**src/rtl/ser_tx_pkg.sv**
```systemverilog
// Definitions shared by the serial transmitter and receiver: clock defaults,
// bit-period derivation and the line FSM state encoding.
package ser_tx_pkg;

   localparam int unsigned IN_CLK_DEF  = 25_000_000;
   localparam int unsigned OUT_CLK_DEF = 57_600;

   typedef logic [1:0] state_t;

   localparam state_t ST_IDLE  = 2'd0;
   localparam state_t ST_START = 2'd1;
   localparam state_t ST_DATA  = 2'd2;
   localparam state_t ST_STOP  = 2'd3;

   // Truncating division: the bit period is always a whole number of clocks.
   function automatic int unsigned clk_div(input int unsigned in_clk,
                                           input int unsigned out_clk);
      return in_clk / out_clk;
   endfunction

endpackage

```
**src/rtl/ser_tx_fifo.sv**
```systemverilog
// Single-clock synchronous byte FIFO with registered occupancy and a
// registered not-full flag, so the accept signal never depends on this cycle's pop.
module ser_tx_fifo #(
   parameter int unsigned DEPTH  = 16,
   parameter int unsigned DATA_W = 8
) (
   input  logic                      clk_i,
   input  logic                      rst_ni,
   input  logic                      push_i,
   input  logic                      pop_i,
   input  logic [DATA_W-1:0]         wdata_i,
   output logic [DATA_W-1:0]         rdata_o,
   output logic [$clog2(DEPTH):0]    level_o,
   output logic                      ready_o
);

   localparam int unsigned AW = $clog2(DEPTH);
   localparam int unsigned LW = AW + 1;
   localparam logic [AW:0] FULL = LW'(DEPTH);

   logic [DATA_W-1:0] mem_q [DEPTH];
   logic [AW-1:0]     wr_q;
   logic [AW-1:0]     rd_q;
   logic [AW:0]       level_q;
   logic [AW:0]       level_d;
   logic              ready_q;
   logic              do_push;
   logic              do_pop;

   assign do_push = push_i && ready_q;
   assign do_pop  = pop_i && (level_q != '0);

   always_comb begin
      level_d = level_q;
      if (do_push && !do_pop) begin
         level_d = level_q + LW'(1);
      end else if (!do_push && do_pop) begin
         level_d = level_q - LW'(1);
      end
   end

   // Pointers are AW bits wide, so they wrap modulo DEPTH on their own.
   always_ff @(posedge clk_i) begin
      if (!rst_ni) begin
         wr_q    <= '0;
         rd_q    <= '0;
         level_q <= '0;
         ready_q <= 1'b0;
      end else begin
         if (do_push) wr_q <= wr_q + AW'(1);
         if (do_pop)  rd_q <= rd_q + AW'(1);
         level_q <= level_d;
         ready_q <= (level_d != FULL);
      end
   end

   always_ff @(posedge clk_i) begin
      if (do_push) mem_q[wr_q] <= wdata_i;
   end

   assign rdata_o = mem_q[rd_q];
   assign level_o = level_q;
   assign ready_o = ready_q;

endmodule

```
**src/rtl/ser_tx.sv**
```systemverilog
// 8N1 UART transmitter: byte FIFO in front of a start/data/stop line FSM
// with a per-bit baud counter and a registered line output.
module ser_tx
   import ser_tx_pkg::*;
#(
   parameter int unsigned IN_CLK  = IN_CLK_DEF,
   parameter int unsigned OUT_CLK = OUT_CLK_DEF,
   parameter int unsigned DEPTH   = 16
) (
   input  logic                    pixclk,
   input  logic                    rst_n,
   input  logic                    in_valid,
   output logic                    in_ready,
   input  logic [7:0]              in_data,
   output logic                    serialtx,
   output logic                    busy,
   output logic [$clog2(DEPTH):0]  level
);

   localparam int unsigned CLK_DIV = clk_div(IN_CLK, OUT_CLK);
   localparam int unsigned CW      = (CLK_DIV > 1) ? $clog2(CLK_DIV) : 1;
   localparam logic [CW-1:0] CNT_LAST = CW'(CLK_DIV - 1);

   state_t        state_q, state_d;
   logic [CW-1:0] cnt_q, cnt_d;
   logic [2:0]    bit_q, bit_d;
   logic [7:0]    shift_q, shift_d;
   logic          tx_q, tx_d;
   logic          pop;
   logic          bit_end;
   logic          fifo_empty;
   logic [7:0]    head;

   ser_tx_fifo #(
      .DEPTH  (DEPTH),
      .DATA_W (8)
   ) u_fifo (
      .clk_i   (pixclk),
      .rst_ni  (rst_n),
      .push_i  (in_valid),
      .pop_i   (pop),
      .wdata_i (in_data),
      .rdata_o (head),
      .level_o (level),
      .ready_o (in_ready)
   );

   assign fifo_empty = (level == '0);
   assign bit_end    = (cnt_q == CNT_LAST);

   // tx_d is the level for the cycle after this edge, so every transition
   // loads the first level of the next bit alongside the state change.
   always_comb begin
      state_d = state_q;
      cnt_d   = cnt_q;
      bit_d   = bit_q;
      shift_d = shift_q;
      tx_d    = tx_q;
      pop     = 1'b0;
      case (state_q)
         ST_IDLE: begin
            tx_d = 1'b1;
            if (!fifo_empty) begin
               pop     = 1'b1;
               shift_d = head;
               cnt_d   = '0;
               tx_d    = 1'b0;
               state_d = ST_START;
            end
         end
         ST_START: begin
            if (bit_end) begin
               cnt_d   = '0;
               bit_d   = 3'd0;
               tx_d    = shift_q[0];
               state_d = ST_DATA;
            end else begin
               cnt_d = cnt_q + CW'(1);
            end
         end
         ST_DATA: begin
            if (bit_end) begin
               cnt_d = '0;
               if (bit_q == 3'd7) begin
                  tx_d    = 1'b1;
                  state_d = ST_STOP;
               end else begin
                  bit_d   = bit_q + 3'd1;
                  shift_d = {1'b0, shift_q[7:1]};
                  tx_d    = shift_q[1];
               end
            end else begin
               cnt_d = cnt_q + CW'(1);
            end
         end
         ST_STOP: begin
            if (bit_end) begin
               cnt_d = '0;
               // Chain straight into the next start bit when more data waits.
               if (!fifo_empty) begin
                  pop     = 1'b1;
                  shift_d = head;
                  tx_d    = 1'b0;
                  state_d = ST_START;
               end else begin
                  state_d = ST_IDLE;
               end
            end else begin
               cnt_d = cnt_q + CW'(1);
            end
         end
         default: begin
            tx_d    = 1'b1;
            state_d = ST_IDLE;
         end
      endcase
   end

   always_ff @(posedge pixclk) begin
      if (!rst_n) begin
         state_q <= ST_IDLE;
         cnt_q   <= '0;
         bit_q   <= '0;
         tx_q    <= 1'b1;
      end else begin
         state_q <= state_d;
         cnt_q   <= cnt_d;
         bit_q   <= bit_d;
         tx_q    <= tx_d;
      end
   end

   always_ff @(posedge pixclk) begin
      shift_q <= shift_d;
   end

   assign serialtx = tx_q;
   assign busy     = (state_q != ST_IDLE) || (level != '0);

endmodule
```
**config.mk**
```make
export PLATFORM = sky130hd
export DESIGN_NAME = ser_tx
export DESIGN_NICKNAME = d
export VERILOG_FILES = /design/src/rtl/ser_tx_pkg.sv /design/src/rtl/ser_tx_fifo.sv /design/src/rtl/ser_tx.sv
export SDC_FILE = /design/constraint.sdc
export NUM_CORES = 1
export LEC_CHECK = 0
export BUFFER_PORTS_ARGS = -buffer_cell sky130_fd_sc_hd__buf_2
export CELL_PAD_IN_SITES_DETAIL_PLACEMENT = 1
export CELL_PAD_IN_SITES_GLOBAL_PLACEMENT = 2
export CORE_AREA = 10 10 130 132
export CTS_CLUSTER_DIAMETER = 200
export DETAILED_ROUTE_END_ITERATION = 10
export DIE_AREA = 0 0 140 142
export PLACE_DENSITY_LB_ADDON = 0.1
export SETUP_SLACK_MARGIN = 0.4
export SYNTH_ARGS = -nofsm -noshare
export SYNTH_HDL_FRONTEND = slang
export SYNTH_SLANG_ARGS = --single-unit
```
**constraint.sdc**
```tcl
create_clock -name pixclk -period 3.9 [get_ports pixclk]
set_input_delay 1.17 -clock pixclk [delete_from_list [all_inputs] [get_ports pixclk]]
set_output_delay 1.17 -clock pixclk [all_outputs]
set_load 0.05 [all_outputs]
```
==> results.py <==
metrics = {
    "logic_synthesis": {
        "synth_edf_count": 136,
        "synth_compound_area_share_pct": 3.70,
        "synth_fp_nets": 444,
        "synth_mux_area_share_pct": 13.7,
        "synth_simple_gate_area_share_pct": 7.49,
        "yosysWarningCount": 0,
        "synth-seq-cells": 169,
        "synth_top_family_by_area": "multiplexers",
        "syn_inst": 415,
        "postSynthAreaPerCell_sq_um": 16.8,
        "synth_cell_types": 48,
        "ys.flop_type": "edfxtp_1",
        "synthAdderAreaFrac_pct": 3.23,
        "synthArstFlopShare_pct": 0,
        "ys_seq_area_share_pct": 68.1,
        "synth_xor_area_share_pct": 2.14,
        "syn_area_sq_mm": 0.00696,
    },
    "clock_network": {
        "clk_path_buf_depth": 2,
        "htree_levels": 4,
        "clk_pin_slew_ns": 0.07,
        "cts_tree": "done",
        "cts_hold_buf": 0,
        "root_buffer": "clkbuf_16",
        "insertion_delay_ns": 0.44,
        "clock_sinks": 169,
        "cts_buffers": 17,
    },
    "global_routing": {
        "first_global_vias": 3843,
        "grt_max_degree": 33,
        "antenna_found_initial": 0,
        "overflow": 0,
        "gr-usage-all-layers_pct": 15.4,
        "grt_first_pass_wirelength_um": 22900,
    },
    "detailed_routing": {
        "route.detailed.drc": 0,
        "wl_um": 14600,
        "vias": 3591,
        "wl_per_cell_um": 22.8,
        "ant_nets": 0,
        "drtPass1Iterations": 5,
        "viasPerCell": 5.61,
        "drt_iter0_markers": 223,
    },
    "critical_path": {
        "ff2ff_setup_slack_ns": 1.20,
        "worst-path-max-fanout": 8,
        "reg2reg_to": "u_fifo.ready_o",
        "end_kind": "primary output",
        "required_ns": 2.73,
        "critPathLaunch": "u_fifo.level_o[0]",
        "r2r_cells": 8,
        "rr_startpoint": "u_fifo.level_o[0]",
        "critPathArrivalTime_ns": 2.12,
        "crit_type": "reg -> out",
        "cp-start-kind": "flip-flop",
    },
    "place": {
        "placed_cells": 606,
        "hpwl_um": 9820,
        "pre_cts_ws_ns": 0.888,
        "portBuffers": 18,
        "place.gp.congestion": 0.777,
    },
    "pwr": {
        "ir_worst_vdd_uv": 400,
        "p_comb_share_pct": 26.6,
        "leakage_nw": 2.61,
        "pwr_density_cell_mw_per_mm2": 675,
        "p_clk_share_pct": 31.2,
        "p_int_mw": 3.61,
        "seqPwrFrac_pct": 42.2,
        "power_switching_mw": 1.70,
        "p_sw_share_pct": 32.0,
    },
    "die": {
        "rows": 44,
        "fp.dieW_um": 140,
        "start_util_pct": 48.6,
        "dieHeight_um": 142,
        "io_pins": 19,
        "core_sq_mm": 0.0143,
        "die-area_sq_mm": 0.0199,
    },
    "sta": {
        "relSlewSlack_pct": 44.7,
        "setup_tns_ns": 0,
        "skew_ns": 0.0269,
        "hold_viol_final": 0,
        "worst_slew_pin_slew_ns": 0.826,
        "drv_slew": 0,
        "fin_crit_sh_pct": 84.2,
        "fmax_mhz": 304,
        "finalSetupViolations": 0,
        "fin_ws_ns": 0.614,
        "rsz0062_at_grt": "false",
        "fin_crit_ns": 3.29,
    },
    "job": {
        "cap_violations": 0,
    },
    "final_layout": {
        "fill_cells": 1333,
        "mostFrequentLayoutCell": "edfxtp_1",
        "syn_to_final_growth_pct": 13.1,
        "drive_gt1_share_pct": 23.5,
        "n_antenna_cell": 0,
        "stdcell_count": 640,
        "layout.nets": 472,
        "final_util_pct": 55.0,
        "final_cell_mix": "edfxtp_1, mux4_2, nor2_1",
    },
    "min_path": {
        "hold-path-endpoint": "serialtx",
        "hold_path.class": "reg -> reg",
        "holdCritStartpoint": "serialtx",
        "hold_path_depth": 1,
    },
    "status": {
        "status": "finished, final reports clean",
    },
}
-- cells in the mapped netlist, types with 2 or more instances --
library cell	n	area, sq um
edfxtp_1	136	4080
mux4_2	40	901
nor2_1	36	135
dfxtp_1	33	661
nand2_1	24	90.1
ha_1	18	225
a21oi_1	13	65.1
clkbuf_1	11	41.3
xor2_1	11	96.3
inv_1	8	30.0
a22o_1	7	61.3
nand3_1	7	35.0
xnor2_1	6	52.6
buf_2	5	25.0
nand4_1	5	31.3
nor3_1	5	25.0
o21ai_0	5	25.0
a211oi_1	3	22.5
mux2i_1	3	30.0
or3_1	3	18.8
and2_0	2	12.5
and2_1	2	12.5
and4_2	2	20.0
buf_1	2	7.51
nand2b_1	2	12.5
nand3b_1	2	15.0
nor4_1	2	12.5
nor4b_4	2	47.6
-- final cells by class --
type | instances | area (sq um) | share of cell area (%)
clock buffers | 18 | 429 | 5.45
clock inverters | 14 | 153 | 1.94
inverters | 9 | 33.8 | 0.429
multi-input cells | 219 | 2110 | 26.8
flip-flops and latches | 169 | 4750 | 60.3
well taps | 184 | 230 | 2.92
repair buffers | 27 | 170 | 2.16
-- registers in the layout, indices dropped and copies added, names as in the netlist, named ones only --
name / count
u_fifo.rd_q: 4
u_fifo.ready_o: 1
u_fifo.wr_q: 4
bit_q: 3
shift_q: 8
u_fifo.level_o: 5
cnt_q: 9
u_fifo.mem_q: 128
serialtx: 1
state_q: 2
-- cell families after synthesis --
family | count (synthesis)
compound gates | 38
xor+xnor | 17
fa+ha+maj | 18
buf+inv | 27
flops | 169
mux | 45
simple gates | 101
-- power by group through the flow --
stage | clock, mW | sequential [mW] | combinational, mW
finish | 1.66 | 2.24 | 1.42
global placement | 0 | 2.28 | 1.38
CTS | 1.70 | 2.25 | 1.41
global route | 1.76 | 2.27 | 1.56
detailed placement | 0 | 2.28 | 1.40
floorplan | 0 | 2.32 | 0.970
-- per-stage QoR --
stage / instance area (sq um) / hold WS [ns] / total power [mW]
3_5_place_dp: 7280 / 0.453 / 3.68
3_3_place_gp: 7280 / 0.444 / 3.65
4_1_cts: 7860 / 0.472 / 5.35
2_1_floorplan: 6960 / 0.436 / 3.29
6_report: 7870 / 0.465 / 5.32
5_1_grt: 7870 / 0.476 / 5.59
-- worst max-delay path, cell delays in order, from the launching register on --
cell	delay (ns)
dfxtp_1	0.39
inv_1	0.13
ha_1	0.19
nor4b_4	0.35
and2_1	0.29
inv_1	0.12
buf_2	0.23
-- per-layer routing --
metal  part of all wire [%]  GRT usage, %  routed length, um  vias to the layer above
met3                    5.3          3.67                773                        9
li1                       -             -                  -                     1678
met5                      0             0                  0                        -
met1                     44          20.2               6470                     1835
met2                     49          24.4               7190                       69
met4                   0.93          5.71                135                        0
-- worst max-delay path by stage --
stage	to	slack [ns]
after global routing	busy	0.40
after global placement	u_fifo.mem_q[9][6]	0.97
after floorplan	busy	0.79
after CTS	busy	0.42
after detailed placement	busy	0.89
final	busy	0.61
-- what timing repair did --
action,4_1_cts,5_1_grt
setup endpoints to repair,0,1
resized for setup,0,1
buffers inserted,0,2
Power figures use the tool's default switching activity.
